===== config.mk =====
export PLATFORM = sky130hd
export DESIGN_NAME = atto_cfg_loader
export DESIGN_NICKNAME = d
export VERILOG_FILES = /design/src/rtl/atto_cfg_loader.sv
export SDC_FILE = /design/constraint.sdc
export NUM_CORES = 1
export LEC_CHECK = 0
export CAP_MARGIN = 20
export CORE_ASPECT_RATIO = 1.75
export CORE_MARGIN = 1
export CORE_UTILIZATION = 45
export DETAILED_ROUTE_END_ITERATION = 7
export PLACE_DENSITY = 0.7
export SYNTH_ARGS = -nofsm -noshare
export SYNTH_HDL_FRONTEND = slang
export SYNTH_SLANG_ARGS = --single-unit

===== constraint.sdc =====
create_clock -name clk -period 2.7 [get_ports clk]
set_clock_uncertainty 0.05 [all_clocks]
set_input_delay 0.54 -clock clk [delete_from_list [all_inputs] [get_ports clk]]
set_output_delay 0.54 -clock clk [all_outputs]
set_load 0.05 [all_outputs]

===== src/rtl/atto_cfg_loader.sv =====
// atto_cfg_loader
// Streams configuration bytes from the pins into the fabric's serial config chain
// (LSB first), checks them against a trailing CRC-8, and can rotate the chain back
// out non-destructively as a byte stream followed by its CRC.
//
// Ports:
//   clk, rst_n      clock, asynchronous active-low reset
//   ena             enable; low freezes all state and masks the strobes
//   start, mode     begin an operation in IDLE (mode 0 = load, 1 = readback)
//   byte_in/valid   load data in, byte_ready accepts it
//   cfg_shift/data  chain shift enable and head bit; cfg_tail is the chain tail bit
//   byte_out/valid  readback bytes (one-cycle strobe, no backpressure)
//   busy, done      operation in progress, end-of-operation pulse
//   crc_err         sticky CRC mismatch, cleared by the next accepted start
module atto_cfg_loader #(
  parameter int unsigned CHAIN_LEN = 64,
  parameter logic [7:0]  CRC_POLY  = 8'h07
) (
  input  logic       clk,
  input  logic       rst_n,
  input  logic       ena,
  input  logic       start,
  input  logic       mode,
  input  logic [7:0] byte_in,
  input  logic       byte_valid,
  output logic       byte_ready,
  output logic       cfg_shift,
  output logic       cfg_data,
  input  logic       cfg_tail,
  output logic [7:0] byte_out,
  output logic       byte_out_valid,
  output logic       busy,
  output logic       done,
  output logic       crc_err
);

  localparam int unsigned NBytes   = (CHAIN_LEN + 7) / 8;
  localparam int unsigned LastBits = CHAIN_LEN - 8 * (NBytes - 1);
  localparam int unsigned ByteW    = $clog2(NBytes + 1);

  typedef enum logic [2:0] {
    StIdle,
    StLdWait,
    StLdShift,
    StCrcWait,
    StRbShift,
    StRbEmit,
    StFinish
  } state_e;

  // CRC-8, MSB first, no reflection, no final XOR
  function automatic logic [7:0] crc8_next(input logic [7:0] crc, input logic [7:0] data);
    logic [7:0] c;
    c = crc ^ data;
    for (int i = 0; i < 8; i++) begin
      c = c[7] ? ({c[6:0], 1'b0} ^ CRC_POLY) : {c[6:0], 1'b0};
    end
    return c;
  endfunction

  state_e           state_q;
  logic [2:0]       bit_cnt_q;
  logic [ByteW-1:0] byte_cnt_q;
  logic [7:0]       data_q;
  logic [7:0]       crc_q;
  logic             crc_phase_q;
  logic             rb_loop_q;
  logic             byte_ready_q;
  logic             cfg_shift_q;
  logic             cfg_data_q;
  logic [7:0]       byte_out_q;
  logic             byte_out_valid_q;
  logic             busy_q;
  logic             done_q;
  logic             crc_err_q;

  logic       last_byte;
  logic [2:0] last_bit_idx;
  logic       last_bit;
  logic [7:0] rb_byte;

  assign last_byte    = (byte_cnt_q == ByteW'(NBytes - 1));
  // The final byte only carries the leftover chain bits
  assign last_bit_idx = last_byte ? 3'(LastBits - 1) : 3'd7;
  assign last_bit     = (bit_cnt_q == last_bit_idx);
  // Readback byte including the bit currently presented at the tail
  assign rb_byte      = data_q | ({7'd0, cfg_tail} << bit_cnt_q);

  always_ff @(posedge clk or negedge rst_n) begin
    if (!rst_n) begin
      state_q          <= StIdle;
      bit_cnt_q        <= '0;
      byte_cnt_q       <= '0;
      data_q           <= '0;
      crc_q            <= '0;
      crc_phase_q      <= 1'b0;
      rb_loop_q        <= 1'b0;
      byte_ready_q     <= 1'b0;
      cfg_shift_q      <= 1'b0;
      cfg_data_q       <= 1'b0;
      byte_out_q       <= '0;
      byte_out_valid_q <= 1'b0;
      busy_q           <= 1'b0;
      done_q           <= 1'b0;
      crc_err_q        <= 1'b0;
    end else if (ena) begin
      done_q           <= 1'b0;
      byte_out_valid_q <= 1'b0;
      case (state_q)
        StIdle: begin
          if (start) begin
            crc_q       <= '0;
            crc_err_q   <= 1'b0;
            bit_cnt_q   <= '0;
            byte_cnt_q  <= '0;
            data_q      <= '0;
            crc_phase_q <= 1'b0;
            busy_q      <= 1'b1;
            if (mode) begin
              state_q     <= StRbShift;
              cfg_shift_q <= 1'b1;
              rb_loop_q   <= 1'b1;
            end else begin
              state_q      <= StLdWait;
              byte_ready_q <= 1'b1;
            end
          end
        end
        StLdWait: begin
          if (byte_valid) begin
            data_q       <= byte_in;
            crc_q        <= crc8_next(crc_q, byte_in);
            byte_ready_q <= 1'b0;
            cfg_shift_q  <= 1'b1;
            cfg_data_q   <= byte_in[0];
            bit_cnt_q    <= '0;
            state_q      <= StLdShift;
          end
        end
        StLdShift: begin
          if (last_bit) begin
            cfg_shift_q  <= 1'b0;
            cfg_data_q   <= 1'b0;
            bit_cnt_q    <= '0;
            byte_ready_q <= 1'b1;
            if (last_byte) begin
              state_q <= StCrcWait;
            end else begin
              byte_cnt_q <= byte_cnt_q + ByteW'(1);
              state_q    <= StLdWait;
            end
          end else begin
            bit_cnt_q  <= bit_cnt_q + 3'd1;
            cfg_data_q <= data_q[bit_cnt_q + 3'd1];
          end
        end
        StCrcWait: begin
          if (byte_valid) begin
            byte_ready_q <= 1'b0;
            if (byte_in != crc_q) crc_err_q <= 1'b1;
            done_q  <= 1'b1;
            state_q <= StFinish;
          end
        end
        StRbShift: begin
          if (last_bit) begin
            cfg_shift_q      <= 1'b0;
            byte_out_q       <= rb_byte;
            byte_out_valid_q <= 1'b1;
            crc_q            <= crc8_next(crc_q, rb_byte);
            data_q           <= '0;
            bit_cnt_q        <= '0;
            state_q          <= StRbEmit;
          end else begin
            data_q    <= rb_byte;
            bit_cnt_q <= bit_cnt_q + 3'd1;
          end
        end
        StRbEmit: begin
          if (crc_phase_q) begin
            rb_loop_q <= 1'b0;
            done_q    <= 1'b1;
            state_q   <= StFinish;
          end else if (last_byte) begin
            // Trailing CRC byte; crc_q already covers the last data byte
            byte_out_q       <= crc_q;
            byte_out_valid_q <= 1'b1;
            crc_phase_q      <= 1'b1;
          end else begin
            byte_cnt_q  <= byte_cnt_q + ByteW'(1);
            cfg_shift_q <= 1'b1;
            state_q     <= StRbShift;
          end
        end
        StFinish: begin
          busy_q  <= 1'b0;
          state_q <= StIdle;
        end
        default: state_q <= StIdle;
      endcase
    end
  end

  // Strobes are masked while disabled so a frozen state never repeats a shift or pulse
  assign byte_ready     = byte_ready_q & ena;
  assign cfg_shift      = cfg_shift_q & ena;
  // Readback rotates the chain: tail bit feeds straight back into the head
  assign cfg_data       = rb_loop_q ? cfg_tail : cfg_data_q;
  assign byte_out       = byte_out_q;
  assign byte_out_valid = byte_out_valid_q & ena;
  assign busy           = busy_q;
  assign done           = done_q & ena;
  assign crc_err        = crc_err_q;

endmodule


# Word level (Yosys, flattened, before mapping)
# Cells that the tools add are included.
# W data, S select, Z words.
op_classes:
  n_mul: 0
  n_lt_le_gt_ge: 1
  n_div: 0
  eq_ne: 24
  n_reduce_logical: 26
  add_sub_neg: 2
  n_bitwise: 23
  muxes: 81
  n_shift: 1
op_table:
  columns: ["cell", "count"]
  rows:
  - ["$mux W3", 27]
  - ["$mux W8", 8]
  - ["$not A3 Y3", 16]
  - ["$pmux W8 S3", 2]
  - ["$mux W1", 25]
  - ["$reduce_and A5 Y1", 5]
  - ["$ne A2 B2 Y1 const B", 12]
  - ["$pmux W3 S6", 1]
  - ["$mux W4", 4]
  - ["$pmux W8 S2", 1]
  - ["$xor A8 B8 Y8", 2]
  - ["$pmux W1 S2", 7]
  - ["$eq A3 B3 Y1 const B", 4]
  - ["$pmux W4 S3", 1]
  - ["$reduce_bool A3 Y1", 4]
  - ["$reduce_bool A2 Y1", 5]
  - ["$pmux W3 S3", 1]
  - ["$reduce_and A3 Y1", 3]
  - ["$ne A8 B8 Y1", 1]
  - ["$or A8 B8 Y8", 1]
  - ["$reduce_and A4 Y1", 2]
  - ["$reduce_and A8 Y1", 1]
  - ["$shl A1 B3 Y8", 1]
  - ["$reduce_and A7 Y1", 1]
  - ["other kinds (17)", 23]
word_totals:
  word_cells: 173
  memories: 0
  reg_bits: 43
  latch_bits: 0
  mem_bits_rw: 0
  mem_bits_ro: 0

# Logic depth before layout (Yosys ltp)
logic_depth:
  word_depth: 21
  ltp_mapped: 9
  ltp_nobuf: 7

# Worst setup path after synthesis
# No wires, ideal clock.
synth_path:
  path_kind: "input to register"
  start: "input cfg_tail"
  end: "register crc_q[2]"
  arrival_ns: 2.099
  n_path_buf: 1
  setup_slack_ns: 0.427
  setup_ns: 0.124
  required_time_ns: 2.526
  cell_stages: 7
  cell_sequence: "buf_2 > or4bb_1 > o2111a_1 > a221oi_1 > xnor3_1 > mux2i_1 > a211o_1"
synth_between:
  elab_chain_cells: 10
synth_rtl:
  columns: ["element", "line_no", "text"]
  rows:
  - ["from (decl)", "29", "input logic cfg_tail,"]
  - ["$shl A1 B3 Y8 (*)", "87", "assign rb_byte = data_q | ({7'd0, cfg_tail} << bit_cnt_q);"]
  - ["$or A8 B8 Y8 (*)", "87", null]
  - ["$xor A8 B8 Y8 (*)", "54", "c = crc ^ data;"]
  - ["$mux W3 / $not A3 Y3 (equally long branches)", null, null]
  - ["$not A3 Y3 (no line) / $mux W3 (equally long branches)", null, null]
  - ["$mux W3 / $not A3 Y3 (equally long branches)", null, null]
  - ["$not A3 Y3 (no line) / $mux W3 (equally long branches)", null, null]
  - ["$mux W3 (*)", "56", "c = c[7] ? ({c[6:0], 1'b0} ^ CRC_POLY) : {c[6:0], 1'b0};"]
  - ["$mux W8 (*)", "166", "if (last_bit) begin"]
  - ["$pmux W8 S3 (*)", "109", "case (state_q)"]
  - ["to (signal assigned)", "132", "crc_q <= crc8_next(crc_q, byte_in);"]
  - ["to (signal assigned)", "170", "crc_q <= crc8_next(crc_q, rb_byte);"]
  - ["to (decl)", "65", "logic [7:0] crc_q;"]
# Every way passes the cells marked *; elsewhere a longest branch is shown, timed or not. The select of a mux whose other input is x is not followed.
# A chain may end at the register's enable or synchronous reset.

# Final worst setup path
layout_path:
  start: "register bit_cnt_q[0]"
  end: "register byte_cnt_q[2]"
layout_between:
  elab_chain_cells: 3
layout_rtl:
  columns: ["element", "line_no", "text"]
  rows:
  - ["from (decl)", "62", "logic [2:0] bit_cnt_q;"]
  - ["from (signal assigned)", "153", "bit_cnt_q <= bit_cnt_q + 3'd1;"]
  - ["from (signal assigned)", "176", "bit_cnt_q <= bit_cnt_q + 3'd1;"]
  - ["$eq A3 B3 Y1", "85", "assign last_bit = (bit_cnt_q == last_bit_idx);"]
  - ["$ne A2 B2 Y1 (no line)", null, null]
  - ["$reduce_and A5 Y1 (no line)", null, null]
  - ["to (signal assigned)", "149", "byte_cnt_q <= byte_cnt_q + ByteW'(1);"]
  - ["to (signal assigned)", "190", "byte_cnt_q <= byte_cnt_q + ByteW'(1);"]
  - ["to (decl)", "63", "logic [ByteW-1:0] byte_cnt_q;"]
# Every way passes these cells.

==> results by group <==
STA
  – Fin crit share: 91.1%
  – Final Max Tran Viols: 0
  – Min cycle time layout: 2.46 ns
  – Final worst slack: 0.241 ns
  – Slew HR: 56.6%
  – Endpoints failing hold: 0
  – RSZ-0062 raised after global routing: false
  – Peak Freq: 407 MHz
  – Setup-failing EPs final: 0
  – Worst Tran Pin Value: 0.646 ns

Clock network
  – H-tree depth: 2
  – CTS tree: done
  – Root Buffer: clkbuf_16
  – Hold Buf Count CTS: 0
  – Clock latency on the worst-skew pair: 0.29 ns
  – Sink Count: 43
  – Largest buffer count on any clock path: 2
  – CTS buffer count: 5
  – CTS resizes: 0
  – Post-CTS Setup Repair Bufs: 0
  – Worst-path clk slew: 0.07 ns

Floorplan
  – Die Footprint: 7500 sq um
  – Cell row count: 40
  – Die Y: roughly 110 um
  – Ports: 30
  – Die Wd: 65.9 um
  – Starting Density: 46.5%
  – Core Area: 6910 sq um

Finish
  – Area Growth Syn to Fin: 22.7%
  – Most common cell after layout, fill and taps aside: dfrtp_1
  – Final net count: 442
  – # diodes: 0
  – Final Instance Area: 3950 sq um
  – Most frequent cells in the layout: dfrtp_1 (43), nand2_1 (40), o21ai_0 (39)
  – Share of cells above drive strength 1: 16.4%
  – Final Util: between 50 and 60%

Yosys
  – Synthesized net count: between 300 and 400
  – Ys flop type: dfrtp_1
  – Post-synthesis cell count: 375
  – Avg Inst Size Synth: 8.57 sq um
  – Seq cells post-synth: 43
  – Mapped cell area: 3210 sq um
  – Yosys Warn Count: 0
  – Netlist cell types: 65
  – Fraction of registers with async set/reset: 100%
  – Sequential element share of the synthesized area: 33.5%
  – Post-synth EDFFs: 0

Worst setup path
  – Req. time, crit path: 2.88 ns
  – Worst setup EP type: flip-flop
  – Startpoint types: flip-flop
  – Type of the worst setup path: reg -> reg
  – Reg-to-reg endpoint: byte_cnt_q[2]
  – Crit-path max FO: 9
  – Worst Path Arrival: ~2.6 ns
  – R2R Setup Slk: about 0.24 ns
  – R2R depth: 7
  – R2r startpoint: bit_cnt_q[0]

Placement
  – Dpl ws: -0.0263 ns
  – Placed Instance Area: 3800 sq um
  – Routability cong.: 0.942
  – Port bufs: 29
  – Post-DP HPWL: 6980 um

Power
  – Pwr dens: 1200 nW/um^2
  – Peak supply drop: 841 uV
  – Leakage: 1.68 nW
  – Final Power: 4.73 mW

Global routing
  – GRT busiest layer: met2
  – Grt met3 use: 4.10%
  – GR Util met1: 27.9%
  – First-pass GRT wire length: about 15,000 um
  – Largest net degree at the start of global routing: 31
  – Antenna violations before repair: 0
  – Grt ovf: 0
  – Number of global-route vias before repair: 3,148
  – Gr usage total: 27.1%
  – Met2 GRT Util: 47.9%

Drt
  – DR iter-0 viols: 274
  – Residual DRC: 0
  – DRT Pass-1 Iters: 4
  – Vias per inst: just under 6
  – Final wirelength: 9070 um
  – DR WL/cell: 17.9 um
  – DR vias: 2,989
  – Final ANT Viol Nets: 0

Worst hold path
  – Min-Delay Path Class: in -> async

Job
  – Max-Cap Viols: 0

Status
  – Status: completed
## cell type report
type | instances | area (sq um)
Tap cell | 84 | 105
Sequential cell | 43 | 1080
Timing Repair Buffer | 66 | 613
Fill cell | 644 | 2960
Multi-Input combinational cell | 294 | 1960
Inverter | 11 | 41.3
Clock buffer | 5 | 125
Clock inverter | 3 | 20.0
## metal layers
layer | up-vias | part of all wire [%]
li1 | 1431 | -
met1 | 1430 | 37
met2 | 91 | 53
met3 | 37 | 3.6
met4 | 0 | 6.7
met5 | - | 0
## cell usage after synthesis (3+ instances only)
cell / instances / area [sq um]
a21o_1: 3 / 22.5
mux2i_1: 5 / 50.1
buf_2: 7 / 35.0
xor2_1: 8 / 70.1
nand2_1: 40 / 150
nor3_1: 15 / 75.1
inv_1: 11 / 41.3
a22oi_1: 4 / 30.0
dfrtp_1: 43 / 1080
nand3_1: 6 / 30.0
ha_1: 6 / 75.1
or3_1: 4 / 25.0
a31oi_1: 7 / 43.8
nor2_1: 28 / 105
clkbuf_1: 15 / 56.3
and2_1: 6 / 37.5
a21oi_1: 25 / 125
xnor2_1: 31 / 272
xnor3_1: 3 / 67.6
o21ai_0: 39 / 195
## where the power goes
group	internal (mW)	switching (mW)	total (mW)	leakage [nW]
sequential	0.819	0.340	1.16	0.565
combinational	1.47	1.49	2.96	1.05
clock	0.341	0.270	0.611	0.0658
## logic make-up after synthesis
logic type	count (synthesis)	synth area share [%]
mux	9	3.66
xor+xnor	42	12.7
fa+ha+maj	6	2.34
simple gates	130	21.7
buf+inv	38	5.41
flops	43	33.5
compound gates	107	20.7
## flip-flops by register name, indices dropped and copies added, names as in the netlist
name	count
byte_out_valid_q	1
byte_cnt_q	4
done_q	1
byte_ready_q	1
cfg_data_q	1
crc_phase_q	1
cfg_shift_q	1
crc_q	8
crc_err	1
bit_cnt_q	3
data_q	8
state_q	3
busy	1
rb_loop_q	1
byte_out	8
## metrics by stage
step | hold slack [ns] | setup TNS [ns] | cells
6_report | 0.101 | 0 | 506
5_1_grt | 0.124 | 0 | 506
4_1_cts | 0.109 | 0 | 506
3_5_place_dp | 0.417 | -0.0287 | 498
3_3_place_gp | 0.414 | -0.00582 | 498
2_1_floorplan | 0.194 | 0 | 375
## worst max-delay path, stage by stage, from the launching register on
cell      delay, ns
dfrtp_1        0.53
ha_1           0.21
ha_1           0.25
mux2_2         0.18
o21ai_0        0.16
o21bai_1       0.31
or4b_2         0.64
nand2_1        0.07
## worst max-delay path by stage
| stage | startpoint | endpoint | slack [ns] | cells after the start |
|---|---|---|---|---|
| finish | bit_cnt_q[0] | byte_cnt_q[2] | 0.24 | 7 |
| floorplan | cfg_tail | crc_q[2] | 0.43 | 7 |
| global route | bit_cnt_q[0] | byte_cnt_q[3] | 0.13 | 7 |
| CTS | bit_cnt_q[0] | byte_cnt_q[2] | 0.23 | 7 |
| global placement | cfg_tail | crc_q[2] | -0.006 | 7 |
| detailed placement | cfg_tail | crc_q[2] | -0.03 | 7 |
Power figures use the tool's default switching activity.
